## src/rtl/mem_arb_pkg.sv

```systemverilog
// Shared types and constants for the unified-memory port arbiter.
package mem_arb_pkg;

    // Address and data width of the unified memory.
    localparam int XLEN = 32;

    // Fetches always read a whole word.
    localparam logic [3:0] BE_FULL = 4'hF;

    // Arbiter FSM states.
    typedef enum logic [1:0] {
        IDLE    = 2'd0,
        BUSY_IF = 2'd1,
        BUSY_LS = 2'd2
    } arb_state_e;

    // Requester identities. The values double as per-requester indices.
    typedef enum logic {
        REQ_IF = 1'b0,
        REQ_LS = 1'b1
    } req_id_e;

    // Saturating increment of the 3-bit starvation counter.
    function automatic logic [2:0] starve_sat_inc(input logic [2:0] cnt,
                                                  input logic [2:0] lim);
        starve_sat_inc = (cnt >= lim) ? lim : cnt + 3'd1;
    endfunction

endpackage

```

## src/rtl/mem_arb_prio.sv

```systemverilog
// Winner selection for the memory port: load/store has priority, but a
// waiting fetch is forced through after STARVE_MAX consecutive LS grants.
module mem_arb_prio
    import mem_arb_pkg::*;
#(
    parameter int STARVE_MAX = 4
) (
    input  logic    clk,
    input  logic    rst_n,
    input  logic    if_req,
    input  logic    ls_req,
    input  logic    halt,
    input  logic    flush,
    input  logic    arb_en,
    output req_id_e gnt_id,
    output logic    gnt_valid
);

    localparam logic [2:0] STARVE_LIM = 3'(STARVE_MAX);

    logic [2:0] starve_reg;
    logic [2:0] starve_next;
    logic       if_eligible;
    logic       arb_open;
    logic       if_wins;

    // A fetch presented together with a flush is for the wrong path.
    assign if_eligible = if_req & ~flush;
    assign arb_open    = arb_en & ~halt;
    assign if_wins     = if_eligible & (~ls_req | (starve_reg == STARVE_LIM));
    assign gnt_valid   = arb_open & (if_eligible | ls_req);
    assign gnt_id      = if_wins ? REQ_IF : REQ_LS;

    // Count LS grants that overtook a waiting fetch; any fetch grant clears.
    always_comb begin
        starve_next = starve_reg;
        if (gnt_valid) begin
            if (gnt_id == REQ_IF) begin
                starve_next = '0;
            end else if (if_req) begin
                starve_next = starve_sat_inc(starve_reg, STARVE_LIM);
            end
        end
    end

    // Starvation counter register.
    always_ff @(posedge clk or negedge rst_n) begin
        if (!rst_n) begin
            starve_reg <= '0;
        end else begin
            starve_reg <= starve_next;
        end
    end

endmodule

```

## src/rtl/mem_port_arbiter.sv

```systemverilog
// Shares the single-ported unified memory between instruction fetch and the
// load/store path. Holds the access FSM, the registered memory attributes
// (frozen while an access waits for mem_ready) and the per-requester
// grant/response registers.
module mem_port_arbiter
    import mem_arb_pkg::*;
#(
    parameter int STARVE_MAX = 4
) (
    input  logic            clk,
    input  logic            rst_n,
    input  logic            halt,
    input  logic            flush,
    // fetch port
    input  logic            if_req,
    input  logic [XLEN-1:0] if_addr,
    output logic            if_gnt,
    output logic            if_rvalid,
    output logic [XLEN-1:0] if_rdata,
    // load/store port
    input  logic            ls_req,
    input  logic            ls_we,
    input  logic [XLEN-1:0] ls_addr,
    input  logic [XLEN-1:0] ls_wdata,
    input  logic [3:0]      ls_be,
    output logic            ls_gnt,
    output logic            ls_rvalid,
    output logic [XLEN-1:0] ls_rdata,
    // memory port
    output logic            mem_req,
    output logic            mem_we,
    output logic [XLEN-1:0] mem_addr,
    output logic [XLEN-1:0] mem_wdata,
    output logic [3:0]      mem_be,
    input  logic            mem_ready,
    input  logic [XLEN-1:0] mem_rdata
);

    localparam logic [1:0] S_IDLE    = IDLE;
    localparam logic [1:0] S_BUSY_IF = BUSY_IF;
    localparam logic [1:0] S_BUSY_LS = BUSY_LS;

    logic [1:0]      state_reg;
    logic            mem_req_reg;
    logic            mem_we_reg;
    logic [XLEN-1:0] mem_addr_reg;
    logic [XLEN-1:0] mem_wdata_reg;
    logic [3:0]      mem_be_reg;
    logic            flush_pend_reg;

    logic            busy;
    logic            done;
    logic            arb_en;
    logic            if_squash;
    req_id_e         cur_id;
    req_id_e         gnt_id;
    logic            gnt_valid;

    assign busy      = (state_reg != S_IDLE);
    assign done      = busy & mem_ready;
    // Arbitrate when the port is free or frees up at this edge.
    assign arb_en    = ~busy | mem_ready;
    assign cur_id    = (state_reg == S_BUSY_LS) ? REQ_LS : REQ_IF;
    // A flush anywhere in the fetch's lifetime, including its completion
    // cycle, throws the fetched word away.
    assign if_squash = flush_pend_reg | flush;

    mem_arb_prio #(
        .STARVE_MAX (STARVE_MAX)
    ) u_prio (
        .clk       (clk),
        .rst_n     (rst_n),
        .if_req    (if_req),
        .ls_req    (ls_req),
        .halt      (halt),
        .flush     (flush),
        .arb_en    (arb_en),
        .gnt_id    (gnt_id),
        .gnt_valid (gnt_valid)
    );

    // Access FSM and memory attribute registers; a grant at a completion
    // edge overrides the return to IDLE so mem_req stays high back-to-back.
    always_ff @(posedge clk or negedge rst_n) begin
        if (!rst_n) begin
            state_reg      <= S_IDLE;
            mem_req_reg    <= 1'b0;
            mem_we_reg     <= 1'b0;
            mem_addr_reg   <= '0;
            mem_wdata_reg  <= '0;
            mem_be_reg     <= '0;
            flush_pend_reg <= 1'b0;
        end else begin
            if ((state_reg == S_BUSY_IF) && flush) begin
                flush_pend_reg <= 1'b1;
            end
            if (done) begin
                state_reg   <= S_IDLE;
                mem_req_reg <= 1'b0;
            end
            if (gnt_valid) begin
                mem_req_reg    <= 1'b1;
                flush_pend_reg <= 1'b0;
                if (gnt_id == REQ_LS) begin
                    state_reg     <= S_BUSY_LS;
                    mem_we_reg    <= ls_we;
                    mem_addr_reg  <= ls_addr;
                    mem_wdata_reg <= ls_wdata;
                    mem_be_reg    <= ls_be;
                end else begin
                    state_reg     <= S_BUSY_IF;
                    mem_we_reg    <= 1'b0;
                    mem_addr_reg  <= if_addr;
                    mem_wdata_reg <= '0;
                    mem_be_reg    <= BE_FULL;
                end
            end
        end
    end

    // One grant/response register set per requester (index = req_id_e value).
    genvar gi;
    generate
        for (gi = 0; gi < 2; gi++) begin : g_resp
            localparam req_id_e ID = (gi == 0) ? REQ_IF : REQ_LS;

            logic            gnt_reg;
            logic            rvalid_reg;
            logic [XLEN-1:0] rdata_reg;
            logic            deliver;
            logic [XLEN-1:0] rdata_next;

            assign deliver    = done && (cur_id == ID) && !((ID == REQ_IF) && if_squash);
            // Store acknowledgements return zero data.
            assign rdata_next = ((ID == REQ_LS) && mem_we_reg) ? '0 : mem_rdata;

            // Grant and completion pulses plus the held read data.
            always_ff @(posedge clk or negedge rst_n) begin
                if (!rst_n) begin
                    gnt_reg    <= 1'b0;
                    rvalid_reg <= 1'b0;
                    rdata_reg  <= '0;
                end else begin
                    gnt_reg    <= gnt_valid && (gnt_id == ID);
                    rvalid_reg <= deliver;
                    if (deliver) begin
                        rdata_reg <= rdata_next;
                    end
                end
            end
        end
    endgenerate

    assign if_gnt    = g_resp[0].gnt_reg;
    assign if_rvalid = g_resp[0].rvalid_reg;
    assign if_rdata  = g_resp[0].rdata_reg;
    assign ls_gnt    = g_resp[1].gnt_reg;
    assign ls_rvalid = g_resp[1].rvalid_reg;
    assign ls_rdata  = g_resp[1].rdata_reg;

    assign mem_req   = mem_req_reg;
    assign mem_we    = mem_we_reg;
    assign mem_addr  = mem_addr_reg;
    assign mem_wdata = mem_wdata_reg;
    assign mem_be    = mem_be_reg;

endmodule

```

## config.mk

```make
export PLATFORM = sky130hd
export DESIGN_NAME = mem_port_arbiter
export DESIGN_NICKNAME = d
export VERILOG_FILES = /design/src/rtl/mem_arb_pkg.sv /design/src/rtl/mem_arb_prio.sv /design/src/rtl/mem_port_arbiter.sv
export SDC_FILE = /design/constraint.sdc
export NUM_CORES = 1
export LEC_CHECK = 0
export CORE_MARGIN = 2
export CORE_UTILIZATION = 25
export CTS_CLUSTER_DIAMETER = 150
export DETAILED_ROUTE_END_ITERATION = 16
export PLACE_DENSITY = 0.56
export SYNTH_ARGS = -nofsm -noshare
export SYNTH_HDL_FRONTEND = slang
export SYNTH_SLANG_ARGS = --single-unit
```

## constraint.sdc

```tcl
create_clock -name clk -period 1.6 [get_ports clk]
set_input_delay 0.4 -clock clk [delete_from_list [all_inputs] [get_ports clk]]
set_output_delay 0.4 -clock clk [all_outputs]
set_load 0.02 [all_outputs]
```

=== Word-level counts from Yosys, hierarchy flattened ===
Index checks and enable logic that the tools add are counted.

* Magnitude comparators: 1
* Bitwise operators: 14
* Add/subtract/negate cells: 1
* Equality and inequality tests: 3
* Multiplexer cells: 17
* Reductions and logical operators: 12

{| class="wikitable"
|+ Operators with widths
! operator !! number
|-
| 32-bit two-way mux || 3
|-
| 3-bit two-way mux || 3
|-
| 2-bit nonzero test || 4
|-
| 1-bit two-way mux || 7
|-
| 1-bit logical AND || 6
|-
| 2-bit two-way mux || 3
|-
| 1-bit AND || 5
|-
| 1-bit NOT || 5
|-
| 4-bit two-way mux || 1
|-
| 1-bit OR || 4
|-
| 3-bit by 1-bit adder with 3-bit output (second input constant) || 1
|-
| 3-bit == test (second input constant) || 1
|-
| 3-bit >= comparator (second input constant) || 1
|-
| 2-bit by 1-bit == test with 1-bit output (second input constant) || 1
|-
| 2-bit == test (second input constant) || 1
|-
| 2-bit AND reduction || 1
|-
| 1-bit zero test || 1
|}

* Register bits: 144
* Output and inout port bits: 138

=== Depth between registers and ports, before layout ===
* Depth after elaboration: 6
* Mapped depth: 8
* Mapped depth without buffers: 6

=== Cells and area by module ===
A second synthesis with hierarchy kept.

* Cell total of the unflattened synthesis: 514
* Area total of the unflattened synthesis: 6243.5 sq um

{| class="wikitable"
|+ By module, submodules not included
! module !! times used !! seq. area each (sq um) !! area each (sq um) !! cells each
|-
| mem_port_arbiter || 1 || 3528.4 || 6010.8 || 489
|-
| mem_arb_prio || 1 || 75.1 || 232.7 || 25
|}

=== Least setup slack after synthesis ===
No wires, ideal clock.

* Path type: register to register
* From: register u_prio.starve_reg[0]
* To: register mem_addr_reg[11] (netlist: mem_addr[11])
* Library setup time: 120 ps
* Setup slack: -6 ps
* Clock period less this slack: 1606 ps
* Arrival: 1486 ps
* Required time: 1480 ps
* Cell stages (with the launch flop): 9
* Path through: dfrtp_1 > inv_1 > ha_1 > a21bo_2 > a211o_1 > buf_2 > buf_6 > o22ai_1 > nor2_1

* Longest elaborated chain between the ends: 4

{| class="wikitable"
|+ Ends and longest elaborated chain
! what !! line !! text
|-
| start: declaration || mem_arb_prio.sv:21 || <nowiki>logic [2:0] starve_reg;</nowiki>
|-
| start signal: assignment || mem_arb_prio.sv:51 || <nowiki>starve_reg <= starve_next;</nowiki>
|-
| 3-bit == test || mem_arb_prio.sv:30 || <nowiki>assign if_wins = if_eligible & (~ls_req | (starve_reg == STARVE_LIM));</nowiki>
|-
| 1-bit OR || mem_arb_prio.sv:30 ||
|-
| 1-bit AND || mem_arb_prio.sv:30 ||
|-
| 32-bit two-way mux || mem_port_arbiter.sv:104 || <nowiki>if (gnt_id == REQ_LS) begin</nowiki>
|-
| end signal: assignment || mem_port_arbiter.sv:107 || <nowiki>mem_addr_reg <= ls_addr;</nowiki>
|-
| end signal: assignment || mem_port_arbiter.sv:113 || <nowiki>mem_addr_reg <= if_addr;</nowiki>
|-
| end: declaration || mem_port_arbiter.sv:46 || <nowiki>logic [XLEN-1:0] mem_addr_reg;</nowiki>
|}

No other way between the ends.
A chain may end at the register's enable or synchronous reset.

=== Final worst setup path ===
* From: register u_prio.starve_reg[0]
* To: register mem_addr_reg[1] (netlist: mem_addr[1])

Same word-level chain as after synthesis.

==> results.ini <==
[timing]
period_minus_slack_ns=1.62
maxSlewHeadroom_pct=73.0
post-route-period-util_pct=101
finalHoldViolCount=0
slew_violations=0
max_freq_mhz=619
skew_ns=0.0115
worstMarginPinSlew_ns=0.401
worst_slack_ns=-0.0159
finalSetupViolCount=9
rsz0062_at_grt=yes

[placement]
dp_hpwl_mm=12.4
gp_congestion=0.747
io_buffers=277
place_ws_ns=-0.476

[synth]
postSynthCellCount=555
synth-compound-area-share_pct=8.59
yosysUniqueCellTypes=34
synth_edf_count=0
synthTopCellsByArea=dfrtp_1 (61%), nand2_1 (7.1%), mux2_2 (6.3%)
syn_nets=697
syn_area_mm2=0.00590
synth-simple-area-share_pct=19.1
postSynthAreaPerCell_um2=10.6
ys_top_cells_by_count=dfrtp_1 (144), nand2_1 (111), nor2_1 (65)
synth_top_family_by_area=simple AND/OR/NAND/NOR gates
synth_mux_area_share_pct=6.30
async_flop_share_pct=100
yosysSeqAreaShare_pct=61.1
synth-adder-area-share_pct=0.424
synth_top_area_share_pct=61.1
ys_ff_latch=144
synth_xor_area_share_pct=0
ys.warnings.count=0
yosysMostFrequentCell=dfrtp_1
synth-main-ff-cell=dfrtp_1
yosysTopAreaCell=dfrtp_1

[global_route]
gr-total-overflow=0
first_global_vias=5094
grt.total_usage_pct=14.3
grt_max_degree=66
antenna_found_initial=1
grt_pass1_wl_mm=27.5

[power_and_ir_drop]
pwr-share-seq_pct=37.9
p_per_area_mw_per_mm2=1350
report.power.total_mw=13.2
p_clk_share_pct=29.7
combPwrFrac_pct=32.4
intPower_mw=8.72
cellLeakagePower_nw=4.59
p_switching_mw=4.51
worst_ir_drop_vdd_mv=0.739
p_sw_share_pct=34.1

[finish]
nFillCells=2328
fin_nets=995
antenna_cells=0
syn_to_final_growth_pct=66.2
drive_above_1_share_pct=15.1

[floorplanning]
io_pins=278
start_util_pct=25.3
num_rows=56
coreArea_mm2=0.0233
die_x_um=158
die_area_mm2=0.0248
die_h_um=158

[cts]
numCtsBuffers=17
clk_path_buf_depth=2
clk_pin_slew_ns=0.06
ctsRootBufferMaster=clkbuf_16
clk_latency_ns=0.42
h-tree-depth=4
clock_sinks=144
tritoncts=yes

[run_status]
status=finished, violations left
violations=setup timing

[drt]
drtIter0Drc=234
ant_nets=0
vias=4955
routed_wl_mm=17.8
first_pass_iters=5
post_drt_wl_per_cell_um=15.0
viasPerCell=4.18
drc=0

[worst_setup_path]
crit_slowest_cell=dfrtp_1
crit_path_start_kind=register
critPathMaxStageDelay_ns=0.35
cp-end-kind=register
worstPathMaxFanout=34
worstPathCellList=inv_2, ha_2, a21bo_2, a211o_1, buf_12, o22ai_1, nor2_1
crit_type=reg2reg
cp.arrival_ns=1.92
required_ns=1.90

[worst_hold_path]
hp-class=reg2reg

[job]
cap_violations=0

[worst max-delay path, delay by kind of cell (launching register included)]
family,cells,cell delay [ns]
compound gates,3,0.67
flops,1,0.35
buf+inv,2,0.23
fa+ha+maj,1,0.17
simple gates,1,0.06
[cell families after synthesis]
group,count (synthesis)
DFF,144
and+or+nand+nor,250
AOI/OAI and AO/OA,81
muxes,33
adders and majority gates,2
buffers and inverters,45
[layout by cell type, fill, tap and decap left out, types with 2 or more instances in the layout]
cell type,synthesis,layout
buf_12,0,11
buf_4,0,20
buf_6,9,4
clkbuf_16,0,18
clkbuf_8,1,2
clkdlybuf4s15_1,0,4
clkdlybuf4s50_1,0,137
clkinv_4,0,4
clkinvlp_4,0,3
dfrtp_1,144,144
dlygate4sd2_1,0,135
inv_1,11,10
inv_6,0,3
mux2_2,33,33
nand2_1,111,111
nand2b_1,34,34
nand3_1,26,25
nand3_2,8,9
nor2_1,65,65
o21ai_0,35,35
o21ai_1,4,4
o22ai_1,31,18
o22ai_2,1,14
[layout make-up]
type                       instances  area, um^2  share of cell area [%]
sequential                       144        3600                    36.7
inverter                          11        41.3                   0.421
clock buffer                      20         457                    4.66
timing repair buffer             313        3040                    31.0
tap                              319         399                    4.07
multi-input combinational        366        2140                    21.8
clock inverter                    12         125                    1.28
[layer usage]
layer | global-route usage, % | routed length [um]
met1 | 17.7 | 7830
met2 | 22.4 | 8110
met3 | 6.05 | 1610
met4 | 4.89 | 262
met5 | 0 | 11
[repair_timing]
item,in CTS,in global routing
endpoints found under the setup margin,170,59
hold buffers,1,0
gates cloned,0,1
setup buffers,0,2
resized for setup,148,17
endpoints found under the hold margin,27,0
[stage by stage]
step                instance area, um^2  hold WS [ns]  TNS, ns  utilization [%]  cells
finish                             9810         0.458  -0.0728             42.0   1185
global route                       9810         0.478    -2.00             42.0   1185
CTS                                9700         0.460  -0.0575             41.6   1182
detailed placement                 9240         0.348   -49.79             39.6   1149
global placement                   9240         0.349   -44.17             39.6   1149
floorplan                          5910         0.104        0                -    555
[worst paths after layout]
kind,from,endpoint,slack [ns],cells after the start
worst max-delay path,u_prio.starve_reg[0],mem_addr[1],-0.02,7
worst min-delay path,mem_be[3],mem_be[3],0.46,2
worst max register to register,u_prio.starve_reg[0],mem_addr[1],-0.02,7
worst min register to register,mem_be[3],mem_be[3],0.46,2
max in group asynchronous,rst_n,mem_wdata[9],0.63,3
min in group asynchronous,rst_n,ls_rdata[6],0.47,2
[power by group through the flow]
stage / combinational [mW] / sequential (mW) / clock [mW]
after global routing: 4.65 / 5.15 / 4.25
after detailed placement: 4.91 / 5.12 / 0
final: 4.28 / 5.02 / 3.93
after global placement: 4.89 / 5.10 / 0
after CTS: 4.31 / 5.03 / 4.09
after floorplan: 1.10 / 6.20 / 0
No activity file was read; power rests on OpenSTA's default activity.
